<file path="src/rtl/mbinit_pkg.sv">
// Shared encodings for the MBINIT repair sequencer: FSM states, handshake
// phases and sideband message offsets relative to MSG_BASE.
package mbinit_pkg;

  typedef enum logic [2:0] {
    IDLE      = 3'd0,
    CHK_BUSY  = 3'd1,
    SEND_REQ  = 3'd2,
    WAIT_RESP = 3'd3,
    PATTERN   = 3'd4,
    CHECK     = 3'd5,
    DONE      = 3'd6,
    ERROR     = 3'd7
  } state_e;

  typedef enum logic [1:0] {
    PH_INIT   = 2'd0,
    PH_RESULT = 2'd1,
    PH_DONE   = 2'd2
  } phase_e;

  localparam logic [3:0] OFF_INIT_REQ    = 4'd0;
  localparam logic [3:0] OFF_INIT_RESP   = 4'd1;
  localparam logic [3:0] OFF_RESULT_REQ  = 4'd2;
  localparam logic [3:0] OFF_RESULT_RESP = 4'd3;
  localparam logic [3:0] OFF_DONE_REQ    = 4'd4;
  localparam logic [3:0] OFF_DONE_RESP   = 4'd5;

  function automatic logic [3:0] reqCode(input phase_e ph, input logic [3:0] base);
    case (ph)
      PH_INIT:   return base + OFF_INIT_REQ;
      PH_RESULT: return base + OFF_RESULT_REQ;
      default:   return base + OFF_DONE_REQ;
    endcase
  endfunction

  function automatic logic [3:0] respCode(input phase_e ph, input logic [3:0] base);
    case (ph)
      PH_INIT:   return base + OFF_INIT_RESP;
      PH_RESULT: return base + OFF_RESULT_RESP;
      default:   return base + OFF_DONE_RESP;
    endcase
  endfunction

endpackage

</file>
<file path="src/rtl/mbinit_timeout_cnt.sv">
// Per-wait cycle counter; expired is asserted while running once the count
// reaches TIMEOUT_CYC-1, and the count holds there until cleared.
module mbinit_timeout_cnt #(
  parameter int TIMEOUT_CYC = 8000
) (
  input  logic CLK,
  input  logic rst_n,
  input  logic clear,
  input  logic run,
  output logic expired
);

  localparam int CW = (TIMEOUT_CYC > 1) ? $clog2(TIMEOUT_CYC) : 1;
  localparam logic [CW-1:0] LastCnt = CW'(TIMEOUT_CYC - 1);

  logic [CW-1:0] cnt_q;

  always_ff @(posedge CLK or negedge rst_n) begin
    if (!rst_n) begin
      cnt_q <= '0;
    end else if (clear) begin
      cnt_q <= '0;
    end else if (run && (cnt_q != LastCnt)) begin
      cnt_q <= cnt_q + CW'(1);
    end
  end

  assign expired = run && (cnt_q == LastCnt);

endmodule

</file>
<file path="src/rtl/mbinit_repair_seq.sv">
// MBINIT repair stage sequencer: init / pattern / result / done sideband handshake
// with bounded retries. Optional response timeout under MBINIT_REPAIR_TIMEOUT_EN.
module mbinit_repair_seq
  import mbinit_pkg::*;
#(
  parameter int         RESULT_W    = 3,
  parameter int         MAX_RETRY   = 2,
  parameter int         TIMEOUT_CYC = 8000,
  parameter logic [3:0] MSG_BASE    = 4'b0001
) (
  input  logic                           CLK,
  input  logic                           rst_n,
  input  logic                           i_enable,
  input  logic                           i_busy_sb,
  input  logic                           i_busy_fall,
  input  logic [3:0]                     i_rx_msg,
  input  logic                           i_rx_msg_valid,
  input  logic                           i_pattern_done,
  input  logic [RESULT_W-1:0]            i_result,
  output logic [3:0]                     o_tx_msg,
  output logic                           o_tx_valid,
  output logic                           o_pattern_en,
  output logic                           o_done,
  output logic                           o_train_error,
  output logic [$clog2(MAX_RETRY+1)-1:0] o_retry_cnt
);

  localparam int RW = $clog2(MAX_RETRY + 1);
  localparam logic [RW-1:0] RetryMax = RW'(MAX_RETRY);

  state_e                state_q, state_d;
  phase_e                phase_q, phase_d;
  logic [RW-1:0]         retry_q, retry_d;
  logic [RESULT_W-1:0]   result_q, result_d;
  logic [3:0]            txMsg_q;
  logic                  txValid_q, patternEn_q, done_q, trainError_q;
  logic                  timeoutHit;

`ifdef MBINIT_REPAIR_TIMEOUT_EN
  logic toRun, toClear;

  assign toRun   = (state_q == WAIT_RESP) || (state_q == PATTERN);
  assign toClear = (state_d != state_q) && ((state_d == WAIT_RESP) || (state_d == PATTERN));

  mbinit_timeout_cnt #(
    .TIMEOUT_CYC(TIMEOUT_CYC)
  ) u_timeout (
    .CLK    (CLK),
    .rst_n  (rst_n),
    .clear  (toClear),
    .run    (toRun),
    .expired(timeoutHit)
  );
`else
  assign timeoutHit = 1'b0;
`endif

  // Enable drop wins over everything, then timeout, then the normal handshake flow.
  always_comb begin
    state_d  = state_q;
    phase_d  = phase_q;
    retry_d  = retry_q;
    result_d = result_q;
    if (!i_enable) begin
      state_d = IDLE;
    end else if (timeoutHit) begin
      state_d = ERROR;
    end else begin
      case (state_q)
        IDLE: begin
          state_d = CHK_BUSY;
          phase_d = PH_INIT;
          retry_d = '0;
        end
        CHK_BUSY:  if (!i_busy_sb) state_d = SEND_REQ;
        SEND_REQ:  if (i_busy_fall) state_d = WAIT_RESP;
        WAIT_RESP: begin
          if (i_rx_msg_valid && (i_rx_msg == respCode(phase_q, MSG_BASE))) begin
            case (phase_q)
              PH_INIT:   state_d = PATTERN;
              PH_RESULT: begin
                result_d = i_result;
                state_d  = CHECK;
              end
              default:   state_d = DONE;
            endcase
          end
        end
        PATTERN: begin
          if (i_pattern_done) begin
            state_d = CHK_BUSY;
            phase_d = PH_RESULT;
          end
        end
        CHECK: begin
          if (&result_q) begin
            state_d = CHK_BUSY;
            phase_d = PH_DONE;
          end else if (retry_q < RetryMax) begin
            retry_d = retry_q + RW'(1);
            state_d = CHK_BUSY;
            phase_d = PH_INIT;
          end else begin
            state_d = ERROR;
          end
        end
        default: ;
      endcase
    end
    if (state_d == IDLE) begin
      retry_d = '0;
      phase_d = PH_INIT;
    end
  end

  // Outputs decode the next state so they line up with the state being entered.
  always_ff @(posedge CLK or negedge rst_n) begin
    if (!rst_n) begin
      state_q      <= IDLE;
      phase_q      <= PH_INIT;
      retry_q      <= '0;
      result_q     <= '0;
      txMsg_q      <= 4'b0000;
      txValid_q    <= 1'b0;
      patternEn_q  <= 1'b0;
      done_q       <= 1'b0;
      trainError_q <= 1'b0;
    end else begin
      state_q      <= state_d;
      phase_q      <= phase_d;
      retry_q      <= retry_d;
      result_q     <= result_d;
      txValid_q    <= (state_d == SEND_REQ);
      txMsg_q      <= (state_d == SEND_REQ) ? reqCode(phase_d, MSG_BASE) : 4'b0000;
      patternEn_q  <= (state_d == PATTERN);
      done_q       <= (state_d == DONE);
      trainError_q <= (state_d == ERROR);
    end
  end

  assign o_tx_msg      = txMsg_q;
  assign o_tx_valid    = txValid_q;
  assign o_pattern_en  = patternEn_q;
  assign o_done        = done_q;
  assign o_train_error = trainError_q;
  assign o_retry_cnt   = retry_q;

endmodule

</file>
<file path="config.mk">
export PLATFORM = sky130hd
export DESIGN_NAME = mbinit_repair_seq
export DESIGN_NICKNAME = d
export VERILOG_FILES = /design/src/rtl/mbinit_pkg.sv /design/src/rtl/mbinit_timeout_cnt.sv /design/src/rtl/mbinit_repair_seq.sv
export SDC_FILE = /design/constraint.sdc
export NUM_CORES = 1
export LEC_CHECK = 0
export CAP_MARGIN = 5
export CORE_UTILIZATION = 51
export CTS_CLUSTER_SIZE = 40
export DETAILED_ROUTE_END_ITERATION = 16
export PLACE_DENSITY = 0.85
export SLEW_MARGIN = 20
export SYNTH_ARGS = -nofsm -noshare
export SYNTH_HDL_FRONTEND = slang
export SYNTH_SLANG_ARGS = --single-unit
export TNS_END_PERCENT = 20
</file>
<file path="constraint.sdc">
create_clock -name CLK -period 3.6 [get_ports CLK]
set_input_delay 0.54 -clock CLK [delete_from_list [all_inputs] [get_ports CLK]]
set_output_delay 0.54 -clock CLK [all_outputs]
set_load 0.01 [all_outputs]
</file>
* After elaboration in Yosys (flattened, before gate mapping)
Index checks and enable logic that the tools add are counted.
** Storage, ports and cells
- Bits of input ports :: 14
- Output and inout port bits :: 10
- Flip-flop bits (word level) :: 18
- Word-level logic and storage cells :: 60
** Operators by class
- $lt $le $gt $ge :: 1
- $add $sub $neg :: 1
- Reduce and logical (&&, ||, !) cells :: 10
- Equality and inequality tests :: 14
- Muxes and demuxes :: 25
** Operator list (number)
- two-way mux 3 bit :: 7
- two-way mux 2 bit :: 9
- one-hot mux 3 bit (6 select lines) :: 1
- equality test 3 bit (second input constant) :: 5
- two-way mux 4 bit :: 3
- one-hot mux 3 bit (2 select lines) :: 2
- equality test 3 x 2 -> 1 bit (second input constant) :: 3
- one-hot mux 2 bit (2 select lines) :: 2
- AND reduction 4 bit :: 2
- zero test 3 bit :: 2
- inequality test 3 bit (second input constant) :: 2
- one-hot mux 2 bit (3 select lines) :: 1
- equality test 2 x 1 -> 1 bit (second input constant) :: 2
- equality test 4 bit :: 1
- zero test 2 bit :: 2
- equality test 3 x 1 -> 1 bit (second input constant) :: 1
- AND reduction 3 bit :: 1
- nonzero test 3 bit :: 1
- adder 2 x 1 -> 2 bit (second input constant) :: 1
- < comparator 2 bit (second input constant) :: 1
- nonzero test 2 bit :: 1
- logical AND 1 bit :: 1

* Depth between registers and ports, before layout
- Depth in word-level cells :: 14
- Gate-level depth with buffers :: 6

* Worst setup path before layout
No wires, ideal clock.
- Path type :: input to register
- Start :: input port i_rx_msg[0]
- End :: register result_q[2]
- Required time :: 3473 ps
- Data arrival time :: 1646 ps
- Setup time :: 127 ps
- Setup slack :: 1827 ps
- Cell stages on the path :: 4
- Buffers on the path :: 0
- Cells stage by stage :: or4b_1 -> a21oi_2 -> nand3_2 -> mux2_1
** Between the ends
- Cells in the longest elaborated chain, start to end :: 3
** Ends and longest elaborated chain
- start, declared :: RTL line mbinit_repair_seq.sv:16 : input logic [3:0] i_rx_msg,
- equality test 4 bit :: RTL line mbinit_repair_seq.sv:78 : if (i_rx_msg_valid && (i_rx_msg == respCode(phase_q, MSG_BASE))) begin
- logical AND 1 bit :: RTL line mbinit_repair_seq.sv:78
- AND reduction 4 bit (no source line)
- end signal, assigned :: RTL line mbinit_repair_seq.sv:132 : result_q <= result_d;
- end, declared :: RTL line mbinit_repair_seq.sv:34 : logic [RESULT_W-1:0] result_q, result_d;
No other way between the ends.
A chain may end at the register's enable or synchronous reset.

* Worst setup path in the final report
- Start :: input port i_rx_msg_valid
- End :: register txMsg_q[1] (netlist: o_tx_msg[1])
** Between the ends
- Cells in the longest elaborated chain, start to end :: 9
** Ends and longest elaborated chain
- start, declared :: RTL line mbinit_repair_seq.sv:17 : input logic i_rx_msg_valid,
- logical AND 1 bit (*) :: RTL line mbinit_repair_seq.sv:78
- two-way mux 3 bit (*) :: RTL line mbinit_repair_seq.sv:78
- one-hot mux 3 bit (6 select lines) (*) :: RTL line mbinit_repair_seq.sv:69 : case (state_q)
- two-way mux 3 bit (*) :: RTL line mbinit_repair_seq.sv:64 : if (!i_enable) begin
- zero test 3 bit :: RTL line mbinit_repair_seq.sv:110 : if (state_d == IDLE) begin
- two-way mux 2 bit :: RTL line mbinit_repair_seq.sv:110
- equality test 2 x 1 -> 1 bit / zero test 2 bit (equally long branches) :: RTL line mbinit_pkg.sv:30 : case (ph)
- one-hot mux 3 bit (2 select lines) :: RTL line mbinit_pkg.sv:30
- two-way mux 4 bit (*) :: RTL line mbinit_repair_seq.sv:134 : txMsg_q <= (state_d == SEND_REQ) ? reqCode(phase_d, MSG_BASE) : 4'b0000;
- end signal, assigned :: RTL line mbinit_repair_seq.sv:134
- end, declared :: RTL line mbinit_repair_seq.sv:35 : logic [3:0] txMsg_q;
Mark *: on every way between the ends. The rest lies on a longest branch, timed or not.

==> metrics.txt <==
status completed; worst min path class reg2reg; core area 0.00175 mm²; CTS tree yes; post-route cell area 0.00120 mm²; Initial DRT Pass Iterations 4; level count of the clock H-tree 1; syn_nets 114; global-route wire length before repair 3520 µm; Die ar. 0.00207 mm²; Max Slew Vio Count 0; average size of a mapped cell 9.66 µm²; worst ir drop on vdd 0.255 mV; clk_lat worst skew 0.29 ns; Worst Path Required 3.79 ns; Post-DRT Antenna Nets 0; FMAX 0.483 GHz; area delta synth->final 23.8%; io pins 24; DP HPWL 1540 µm; layout cell share with drive strength beyond 1 0.160; worst-path maximum fanout 4; Post-Synth XOR/XNOR Area 0; Worst R2R End o_tx_msg[1]; DRC Markers 0; Worst Hold Path EP result_q[2]; Max transition margin 0.518; measured slew at the worst slew-check pin 0.721 ns; arrival time at the worst endpoint 2.25 ns; gr usage total 0.240; initial DRC count 13; Final WS setup 1.53 ns; top cells by area, synth dfrtp_1, o21ai_0, inv_1, a21oi_1, nor2b_1; via density per instance 5.58; via count 803; mux cell area share after synthesis 0.0350; CP Capture Type register; cell family with most CP delay compound AO/OA/AOI/OAI gates; Routed WL per cell 13.9 µm; top-area cell type share of the netlist area 0.415; Async SR Flop Fraction 1.00; initial antenna violation count 0; dpl ws 1.24 ns; Final setup viols 0; Max stage delay on crit path 0.47 ns; CTS sink cnt 16; Synth Area in Simple Gates 0.284; HP Start result_q[2]; GRT overflow 0; Synth area leader dfrtp_1; CP Launch Type primary input; r2r worst-path depth 5; vias in the first global route 757; P per Cell Area 295 mW/mm²; top_reg_cell synth dfrtp_1; Final Hold Viols 0; Seq/Total Area, Yosys 0.415; initial core utilization 0.553; Die W 45.5 µm; critical path class in2reg; post-CTS sizing 0; # Max-Cap Violations 0; Routed WL 2000 µm; Post-CTS Repair Setup Buffers 0; CTS hold repair buffers 0; die height 45.5 µm; CTS clk-pin slew, worst paths 0.09 ns; fin crit share 0.575; clk_skew 0.0110 ns; library cells used by synthesis 38; unrepaired setup endpoints after global routing no; LEAKAGE 0.499 nW; Max Root-Sink Buffers 2; crit path time final 2.07 ns; CTS Buf Count 3; Placed Instance Area 0.00117 mm²; Nets 135; slowest CP cell clkdlybuf4s50_1; Mapped Area 966 µm²; Post-Layout Cell Count 144; port bufs 22; Syn. warnings 0; Crit path depth 6; setup_tns 0 ns; #FFs+latches synth 16; Post-synth EDFFs 0; worst-path cell chain clkdlybuf4s50_1, nor3b_1, nand2_1, o21ai_0, nand3_2, a2111oi_2; GPL Wtd Cong 0.926; post-synthesis adder-cell area fraction 0; n_diodes 0; Cells after Synth 100; post-synthesis compound-gate area fraction 0.190; Hold Path Cell Cnt 1; Cell Rows 15; R2R Path Start state_q[1]; WP buf/inv 1; R2R Setup Slk 1.70 ns; largest net degree at the start of global routing 19; clk root buf clkbuf_4; largest family of logic cells by synthesized area simple AND/OR/NAND/NOR gates; placed cell count 141
worst reg2reg max path: stages, from the launching register on:
cell	delay (ns)
dfrtp_1	0.59
nand2b_1	0.27
o31a_1	0.24
o21ai_0	0.15
nand3_2	0.17
a2111oi_2	0.37
cells by family after synthesis:
family	after synthesis
AOI/OAI and AO/OA	25
buffers and inverters	13
DFF	16
muxes	3
other	1
and+or+nand+nor	42
metrics by stage:
stage / util / hold WS (ns) / power, mW
6_report: 0.685 / 0.504 / 0.353
5_1_grt: 0.685 / 0.531 / 0.371
3_5_place_dp: 0.672 / 0.486 / 0.263
3_3_place_gp: 0.672 / 0.485 / 0.261
4_1_cts: 0.685 / 0.507 / 0.355
2_1_floorplan: - / 0.244 / 0.236
cell usage in the layout (no fill, tap or decap), types with 2 or more instances in the layout:
cell / synthesis / routed
clkdlybuf4s50_1: 0 / 22
dfrtp_1: 16 / 16
o21ai_0: 8 / 8
inv_1: 7 / 7
nand2_1: 6 / 6
nor3_1: 5 / 5
a21oi_1: 5 / 5
nor2_1: 5 / 5
nand3_1: 4 / 4
nor2b_1: 4 / 4
nand2b_1: 3 / 3
clkbuf_4: 0 / 3
and3_1: 2 / 2
o22ai_2: 2 / 2
or2_2: 2 / 2
nand3_2: 2 / 2
mux2_2: 2 / 2
a31oi_1: 2 / 2
synth_stat cells, drive strengths merged (3+ instances only):
library cell / n
dfrtp: 16
mux2: 3
a21oi: 6
nor2b: 4
nor2: 5
nand3: 6
nand2b: 3
o21ai: 8
and3: 3
buf: 6
inv: 7
nand2: 6
nor3: 5
layout make-up:
| type | instances | area (µm²) |
|---|---|---|
| clock buffers | 3 | 22.5 |
| well taps | 25 | 31.3 |
| repair buffers | 22 | 220 |
| inverters | 7 | 26.3 |
| fillers | 145 | 549 |
| flip-flops and latches | 16 | 400 |
| multi-input cells | 71 | 495 |
power by group:
part,switching [mW],internal (mW)
sequential,0.0127,0.183
combinational,0.0299,0.0340
clock,0.0541,0.0390
registers in the layout, summed over array words and instances (netlist names):
signal,cells
phase_q,2
o_retry_cnt,2
result_q,3
o_pattern_en,1
state_q,3
o_train_error,1
o_tx_msg,3
o_done,1
worst max-delay path by stage:
stage | startpoint | end
after floorplan | i_rx_msg[0] | result_q[2]
after global placement | i_rx_msg_valid | o_tx_msg[1]
after detailed placement | i_rx_msg[1] | o_pattern_en
after CTS | i_rx_msg[1] | o_pattern_en
after global routing | i_rx_msg_valid | o_tx_msg[1]
final | i_rx_msg_valid | o_tx_msg[1]
metal layers:
metal | track usage | share of wire | up-vias
li1 | - | - | 393
met1 | 0.311 | 0.42 | 384
met2 | 0.383 | 0.52 | 22
met3 | 0.0675 | 0.042 | 4
met4 | 0.0848 | 0.017 | 0
met5 | 0 | 0 | -
Note: power is estimated with default switching activity, not from simulation.
